===== config.mk =====
export PLATFORM = sky130hd
export DESIGN_NAME = seven_seg_scan_ctrl
export DESIGN_NICKNAME = d
export VERILOG_FILES = /design/src/rtl/seven_seg_pkg.sv /design/src/rtl/seven_seg_frame_buf.sv /design/src/rtl/seven_seg_scan_ctrl.sv
export SDC_FILE = /design/constraint.sdc
export NUM_CORES = 1
export LEC_CHECK = 0
export ABC_AREA = 1
export ABC_CLOCK_PERIOD_IN_PS = 2850
export BUFFER_PORTS_ARGS = -buffer_cell sky130_fd_sc_hd__buf_2
export CAP_MARGIN = 20
export CORE_MARGIN = 4
export CORE_UTILIZATION = 25
export CTS_BUF_LIST = sky130_fd_sc_hd__clkbuf_4
export DETAILED_ROUTE_END_ITERATION = 6
export GPL_ROUTABILITY_DRIVEN = 0
export SYNTH_ARGS = -nofsm -noshare
export SYNTH_HDL_FRONTEND = slang
export SYNTH_SLANG_ARGS = --single-unit

===== constraint.sdc =====
create_clock -name clk -period 2.85 [get_ports clk]
set_input_delay 0.285 -clock clk [delete_from_list [all_inputs] [get_ports clk]]
set_output_delay 0.285 -clock clk [all_outputs]
set_load 0.01 [all_outputs]

===== src/rtl/seven_seg_pkg.sv =====
// rtl/seven_seg_pkg.sv - shared types and constants for the seven-segment scan controller
package seven_seg_pkg;

    localparam int HEX_W      = 4;
    localparam int MAX_DIGITS = 32;

    typedef enum logic {
        BLANK = 1'b0,
        SHOW  = 1'b1
    } scan_state_t;

    // Active-low anodes: a set bit means the digit is dark.
    function automatic logic [MAX_DIGITS-1:0] anodes_off_mask(input int num_digits);
        logic [MAX_DIGITS-1:0] m;
        m = '0;
        for (int i = 0; i < MAX_DIGITS; i++) begin
            if (i < num_digits) begin
                m[i] = 1'b1;
            end
        end
        return m;
    endfunction

endpackage


===== src/rtl/seven_seg_frame_buf.sv =====
// rtl/seven_seg_frame_buf.sv - shadow/active digit double buffer with pending flag
module seven_seg_frame_buf
    import seven_seg_pkg::*;
#(
    parameter int DATA_W = 8
) (
    input  logic              clk,
    input  logic              reset_n,
    input  logic              load,
    input  logic [DATA_W-1:0] digits_in,
    input  logic              commit,
    output logic [DATA_W-1:0] active_out,
    output logic [DATA_W-1:0] active_nxt,
    output logic              pending
);

    logic [DATA_W-1:0] shadow;

    // Lets the scanner register hex_out with the value that becomes active at this edge.
    assign active_nxt = (commit && pending) ? shadow : active_out;

    always_ff @(posedge clk) begin
        if (!reset_n) begin
            shadow     <= '0;
            active_out <= '0;
            pending    <= 1'b0;
        end else begin
            if (commit && pending) begin
                active_out <= shadow;
            end
            // A load on the commit edge keeps pending so the new data waits a frame.
            if (load) begin
                shadow  <= digits_in;
                pending <= 1'b1;
            end else if (commit) begin
                pending <= 1'b0;
            end
        end
    end

endmodule


===== src/rtl/seven_seg_scan_ctrl.sv =====
// rtl/seven_seg_scan_ctrl.sv - multiplexed 7-seg digit scanner; SEVEN_SEG_SCAN_DIM_EN adds brightness dimming
module seven_seg_scan_ctrl
    import seven_seg_pkg::*;
#(
    parameter int NUM_DIGITS   = 2,
    parameter int DWELL_CYCLES = 24000,
    parameter int BLANK_CYCLES = 240
) (
    input  logic                        clk,
    input  logic                        reset_n,
    input  logic                        load,
    input  logic [HEX_W*NUM_DIGITS-1:0] digits_in,
    input  logic [NUM_DIGITS-1:0]       digit_en,
`ifdef SEVEN_SEG_SCAN_DIM_EN
    input  logic [3:0]                  brightness,
`endif
    output logic [HEX_W-1:0]            hex_out,
    output logic [NUM_DIGITS-1:0]       anodes_n,
    output logic                        frame_tick,
    output logic                        pending
);

    localparam int CNT_MAX = (DWELL_CYCLES > BLANK_CYCLES) ? DWELL_CYCLES : BLANK_CYCLES;
    localparam int CNT_W   = $clog2(CNT_MAX);
    localparam int IDX_W   = $clog2(NUM_DIGITS);
    localparam int DATA_W  = HEX_W * NUM_DIGITS;

    localparam logic [CNT_W-1:0]      DWELL_LAST = CNT_W'(DWELL_CYCLES - 1);
    localparam logic [CNT_W-1:0]      BLANK_LAST = CNT_W'(BLANK_CYCLES - 1);
    localparam logic [IDX_W-1:0]      IDX_LAST   = IDX_W'(NUM_DIGITS - 1);
    localparam logic [NUM_DIGITS-1:0] ANODES_OFF = NUM_DIGITS'(anodes_off_mask(NUM_DIGITS));

    scan_state_t       state, state_nxt;
    logic [CNT_W-1:0]  cnt, cnt_nxt;
    logic [IDX_W-1:0]  idx, idx_nxt;
    logic              frame_end;
    logic              lit_nxt;
    logic [NUM_DIGITS-1:0] anode_sel;
    logic [DATA_W-1:0] active, active_nxt;

    seven_seg_frame_buf #(
        .DATA_W (DATA_W)
    ) u_frame_buf (
        .clk        (clk),
        .reset_n    (reset_n),
        .load       (load),
        .digits_in  (digits_in),
        .commit     (frame_end),
        .active_out (active),
        .active_nxt (active_nxt),
        .pending    (pending)
    );

    always_comb begin
        state_nxt = state;
        cnt_nxt   = cnt + 1'b1;
        idx_nxt   = idx;
        frame_end = 1'b0;
        case (state)
            BLANK: begin
                if (cnt == BLANK_LAST) begin
                    state_nxt = SHOW;
                    cnt_nxt   = '0;
                end
            end
            SHOW: begin
                if (cnt == DWELL_LAST) begin
                    state_nxt = BLANK;
                    cnt_nxt   = '0;
                    if (idx == IDX_LAST) begin
                        idx_nxt   = '0;
                        frame_end = 1'b1;
                    end else begin
                        idx_nxt = idx + 1'b1;
                    end
                end
            end
            default: begin
                state_nxt = BLANK;
                cnt_nxt   = '0;
                idx_nxt   = '0;
            end
        endcase
    end

    // Disabled or dimmed digits still consume their full slot so brightness stays uniform.
`ifdef SEVEN_SEG_SCAN_DIM_EN
    logic [31:0] dim_limit;
    assign dim_limit = ((32'(brightness) + 32'd1) * 32'(DWELL_CYCLES)) >> 4;
    assign lit_nxt   = (state_nxt == SHOW) && digit_en[idx_nxt] && (32'(cnt_nxt) < dim_limit);
`else
    assign lit_nxt   = (state_nxt == SHOW) && digit_en[idx_nxt];
`endif

    assign anode_sel = ANODES_OFF & ~(NUM_DIGITS'(1) << idx_nxt);

    always_ff @(posedge clk) begin
        if (!reset_n) begin
            state      <= BLANK;
            cnt        <= '0;
            idx        <= '0;
            anodes_n   <= ANODES_OFF;
            hex_out    <= '0;
            frame_tick <= 1'b0;
        end else begin
            state      <= state_nxt;
            cnt        <= cnt_nxt;
            idx        <= idx_nxt;
            anodes_n   <= lit_nxt ? anode_sel : ANODES_OFF;
            hex_out    <= active_nxt[idx_nxt*HEX_W +: HEX_W];
            frame_tick <= frame_end;
        end
    end

endmodule


; After elaboration in Yosys (flattened, before gate mapping)
; Cells that the tools add are included.
[totals]
regBits = 41
word_cells = 39
in_bits = 13
output_inout_bits = 8
[op_classes]
eq_ne = 2
n_reduce_logical = 4
mux = 17
addsub = 2
shifts = 2
order_cmp = 1
bitwise_logic = 2
[ops]
columns = op, count
row1 = $mux 15, 2
row2 = $pmux 15 s2, 1
row3 = $add 15x1->15 const B, 1
row4 = $eq 15x15->1 const B, 1
row5 = $eq 15x8->1 const B, 1
row6 = $mux 1, 12
row7 = $mux 8, 1
row8 = $shiftx 8x4->4, 1
row9 = $logic_and 1x1->1, 2
row10 = $lt 1x2->1 const B, 1
row11 = $not 2->2, 1
row12 = $pmux 1 s2, 1
row13 = $reduce_and 2->1, 1
row14 = $reduce_bool 2->1, 1
row15 = $shl 1x1->2 const A, 1
row16 = $add 1x1->1 const B, 1
row17 = $not 1->1, 1

; Depth between registers and ports, before layout
[depth]
depth_word = 8
depth_mapped = 10
depth_no_buf = 10

; Cells and area by module
; A second synthesis with hierarchy kept.
[unflattened]
hier_cells = 262
hier_area_um2 = 1863.0
[by_module_without_submodules]
columns = mod, seq_area_each_um2, cells_each, n_inst, area_per_inst_um2
row1 = seven_seg_scan_ctrl, 480.5, 157, 1, 1134.8
row2 = seven_seg_frame_buf, 340.3, 105, 1, 728.2

; Worst setup path before layout
; Ideal clock, no wire load.
[synth_timing]
path_kind = reg2reg
startpoint = register cnt[0]
endpoint = register hex_out[2]
path_slack_ns = 0.925
path_buffers = 1
setup_time_ns = 0.127
arrival_time_ns = 1.798
period_less_slack_ns = 1.925
stages_incl_launch_ff = 9
required_time_ns = 2.723
cell_sequence = dfxtp_1 > ha_1 > nand3_2 > nor4_1 > ha_1 > nand3_4 > buf_4 > o21ai_0 > o22ai_1
[synth_between]
elab_chain_len = 6
word_cells_on_any_way = 8
cone_classes = eq/ne: 1 / shift: 1 / mux: 5 / reduce/logical: 1
[synth_lines]
columns = item, line_no
row1 = start: declaration, seven_seg_scan_ctrl.sv:34  ; logic [CNT_W-1:0] cnt, cnt_nxt;
row2 = start signal: assignment, seven_seg_scan_ctrl.sv:107  ; cnt <= cnt_nxt;
row3 = $eq 15x15->1 (*), seven_seg_scan_ctrl.sv:67  ; if (cnt == DWELL_LAST) begin
row4 = $mux 1, seven_seg_scan_ctrl.sv:67
row5 = $mux 1, seven_seg_scan_ctrl.sv:59  ; case (state)
row6 = $logic_and 1x1->1, seven_seg_frame_buf.sv:20  ; assign active_nxt = (commit && pending) ? shadow : active_out;
row7 = $mux 8, seven_seg_frame_buf.sv:20
row8 = $shiftx 8x4->4 (*), seven_seg_scan_ctrl.sv:110  ; hex_out <= active_nxt[idx_nxt*HEX_W +: HEX_W];
row9 = end signal: assignment, seven_seg_scan_ctrl.sv:110
row10 = end: declaration, seven_seg_scan_ctrl.sv:17  ; output logic [HEX_W-1:0] hex_out,
; Mark *: on every way between the ends. The rest lies on a longest branch, timed or not.
; A chain may end at the register's enable or synchronous reset.

; Worst setup path after layout
[layout_timing]
startpoint = register cnt[0]
endpoint = register hex_out[1]
; Same word-level chain as after synthesis.

==> run_results.csv <==
group,metric,value,unit
routing,drc,0,
global_routing,grt_pass1_wl,6127,um
routing,drt_first_pass_iters,4,
die,initial_core_util,25.69,%
power,pwr-share-comb,4.2,%
timing,finalCritPeriodShare,71.91,%
timing,finalClockSkew,9.948,ps
worst_setup_path,arrival,2330,ps
routing,ant_nets,0,
die,dieArea,0.008338,mm^2
clocking,clock-root-buffer,"clkbuf_4",
synthesis,netlist-cell-type-count,23,
layout,area_growth,14.20,%
synthesis,syn-instance-count,238,
clocking,tritoncts,"done",
routing,drt_iter0_drc,83,
worst_setup_path,worst_ep_required_time,3140,ps
die,top_level_ports,21,
layout,seq_area,820.8,um^2
outcome,run_status,"finished, final reports clean",
place,dpl_cell_area,0.001909,mm^2
place,dp_hpwl,2621,um
routing,avgRoutedWirePerCell,10.33,um
timing,worstMarginPinSlew,439.9,ps
timing,setup_viol,0,
routing,met1Wirelength,1869,um
layout,fillers,745,
clocking,cts.sinks,41,
power,intPower,0.0007803,W
worst_setup_path,crit_chain,"ha_1 > nand3_2 > nor4_1 > ha_1 > nand2_1 > o21ai_0 > inv_1 > nand2_1 > o22ai_1",
global_routing,antenna_found_initial,0,
worst_setup_path,max_stage_delay,410,ps
die,die_height,91.32,um
timing,final_hold_viol_count,0,
timing,final.setup.tns,0,ps
synthesis,synth_nets,253,
synthesis,avgSynthCellArea,7.292,um^2
routing,top_layer,"met4",
routing,wl_met2,1467,um
clocking,clock_latency,350,ps
worst_setup_path,path_class,"reg2reg",
timing,relSlewSlack,70.64,%
min_path,hold_class,"in2reg",
layout,nets,276,
global_routing,track_usage,8.927,%
clocking,cts.path.max_buffers,2,
synthesis,ys_ff_latch,41,
layout,multi_input_area,783.3,um^2
layout,stdcell_area,0.001982,mm^2
global_routing,grt_max_degree,17,
timing,final-max-slew-violation-count,0,
place,placed_cells,334,
die,core-area,0.006756,mm^2
flow_run,drv_cap,0,
power,vdd_drop_max,0.1762,mV
routing,vias,1461,
worst_setup_path,cp_max_fo,6,
worst_setup_path,crit_path_start_kind,"flop",
synthesis,ys_seq_area_share,47.30,%
power,pwr_density_cell,506.1,mW/mm^2
clocking,postCtsSetupBuffers,0,
power,switchingPower,0.0002227,W
power,swShare,22.20,%
clocking,cts_buffers,5,
die,fp-row-count,30,
routing,wl_met3,117,um
routing,via_per_inst,4.284,
clocking,h-tree-depth,2,
clocking,cts_resized,0,
die,die_x,91.32,um
power,clock_power_share,36.6,%
layout,drive_gt1_share,12.26,%
timing,post-route-min-period,2050,ps
power,sequentialPowerShare,59.3,%
layout,final_cells,341,
worst_setup_path,endpoint_kind,"flop",
clocking,ctsHoldBuffers,0,
place,io_buffers,20,
synthesis,synth.cell_area,0.001735,mm^2
worst_setup_path,critPathSlowestCell,"dfxtp_1",
routing,totalWireLength,3523,um
global_routing,grt-ovfl-total,0,
power,p_leak,0.8475,nW
layout,antennaDiodeCount,0,
synthesis,yosysWarningCount,0,
clocking,path_clk_slew,120,ps
timing,rsz0062_at_grt,"no",
timing,max_freq,0.4879,GHz
global_routing,grt_pass1_vias,1347,
## per-stage QoR
| stage | worst slack (ps) | utilization [%] | hold slack [ps] | total power, W |
|---|---|---|---|---|
| finish | 800.4 | 29.33 | 146.2 | 0.001003 |
| floorplan | 924.7 | - | 419.9 | 0.0006311 |
| CTS | 739.9 | 29.33 | 140.1 | 0.001020 |
| detailed placement | 768.7 | 28.26 | 471.0 | 0.0006503 |
| global placement | 825.4 | 28.26 | 457.0 | 0.0006500 |
| global route | 503.8 | 29.33 | 143.1 | 0.001052 |
## power by group through the flow
| stage | clock [W] | combinational, W | sequential, W |
|---|---|---|---|
| floorplan | 0 | 0.0000263 | 0.000605 |
| global placement | 0 | 0.0000425 | 0.000607 |
| detailed placement | 0 | 0.0000427 | 0.000608 |
| CTS | 0.000382 | 0.0000430 | 0.000595 |
| global route | 0.000406 | 0.0000485 | 0.000597 |
| finish | 0.000367 | 0.0000416 | 0.000595 |
## cells in the final DEF (no fill, tap or decap)
master      n
xnor2_1     2
nand3_4     1
a21oi_1     2
ha_1        2
dfxtp_1    41
clkinv_1    1
nand3_2     3
nand3_1    10
o21ai_1     3
nor4_1      1
clkinv_2    1
buf_2      20
o22ai_1     4
clkbuf_4    5
nor2_2      1
o21ai_0    15
and2_1      1
nand4_1     1
nand2_1    44
nor3_1      1
bufinv_16   1
nor2_1     65
inv_1      27
xor2_1      9
## synth_stat cells (all sizes together)
| cell type | n | area share [%] |
|---|---|---|
| xor2 | 9 | 4.5 |
| a21oi | 2 | 0.58 |
| nor4 | 1 | 0.36 |
| clkinv | 1 | 0.22 |
| o22ai | 4 | 1.4 |
| dfxtp | 41 | 47 |
| o21ai | 18 | 5.2 |
| nor3 | 1 | 0.29 |
| nand2 | 44 | 9.5 |
| and2 | 1 | 0.36 |
| clkbuf | 2 | 0.43 |
| nand3 | 14 | 5.6 |
| buf | 2 | 1.1 |
| nand4 | 1 | 0.36 |
| inv | 27 | 5.8 |
| ha | 2 | 1.4 |
| xnor2 | 2 | 1.0 |
| nor2 | 66 | 14 |
## worst paths after layout
check               startpoint                     to  slack, ps  cells past startpoint
setup / recovery        cnt[0]             hex_out[1]        800                      9
hold / removal    digits_in[7]  u_frame_buf.shadow[7]        150                      3
setup reg to reg        cnt[0]             hex_out[1]        800                      9
hold reg to reg         cnt[0]                 cnt[0]        490                      1
## logic make-up after synthesis
group	after synthesis	share of synthesized area, %
compound gates	24	7.209
simple gates	128	30.93
buf+inv	32	7.571
flops	41	47.30
xor+xnor	11	5.552
fa+ha+maj	2	1.442
## per-layer routing
metal / track usage [%] / vias up
met4: 4.146 / 0
li1: - / 783
met1: 12.65 / 646
met3: 1.574 / 6
met2: 13.06 / 26
met5: 0 / -
## critical path, delay by kind of cell (launching register included)
kind	cells	cell delay [ps]
adders and majority gates	2	550
DFF	1	410
buffers and inverters	1	120
AOI/OAI and AO/OA	2	280
and+or+nand+nor	4	640
## area by class of cell
cell class              count  area share, %
multi-input cells         165          39.52
well taps                  80          5.051
repair buffers             20          5.051
inverters                  28          5.303
clock inverters             2          1.768
flip-flops and latches     41          41.41
clock buffers               5          1.894
## sequential cells by signal, indices dropped and copies added (netlist names)
register	cells
hex_out	4
anodes_n	2
u_frame_buf.shadow	8
idx	1
u_frame_buf.active_out	8
frame_tick	1
u_frame_buf.pending	1
state	1
cnt	15
No activity file was read; power rests on OpenSTA's default activity.
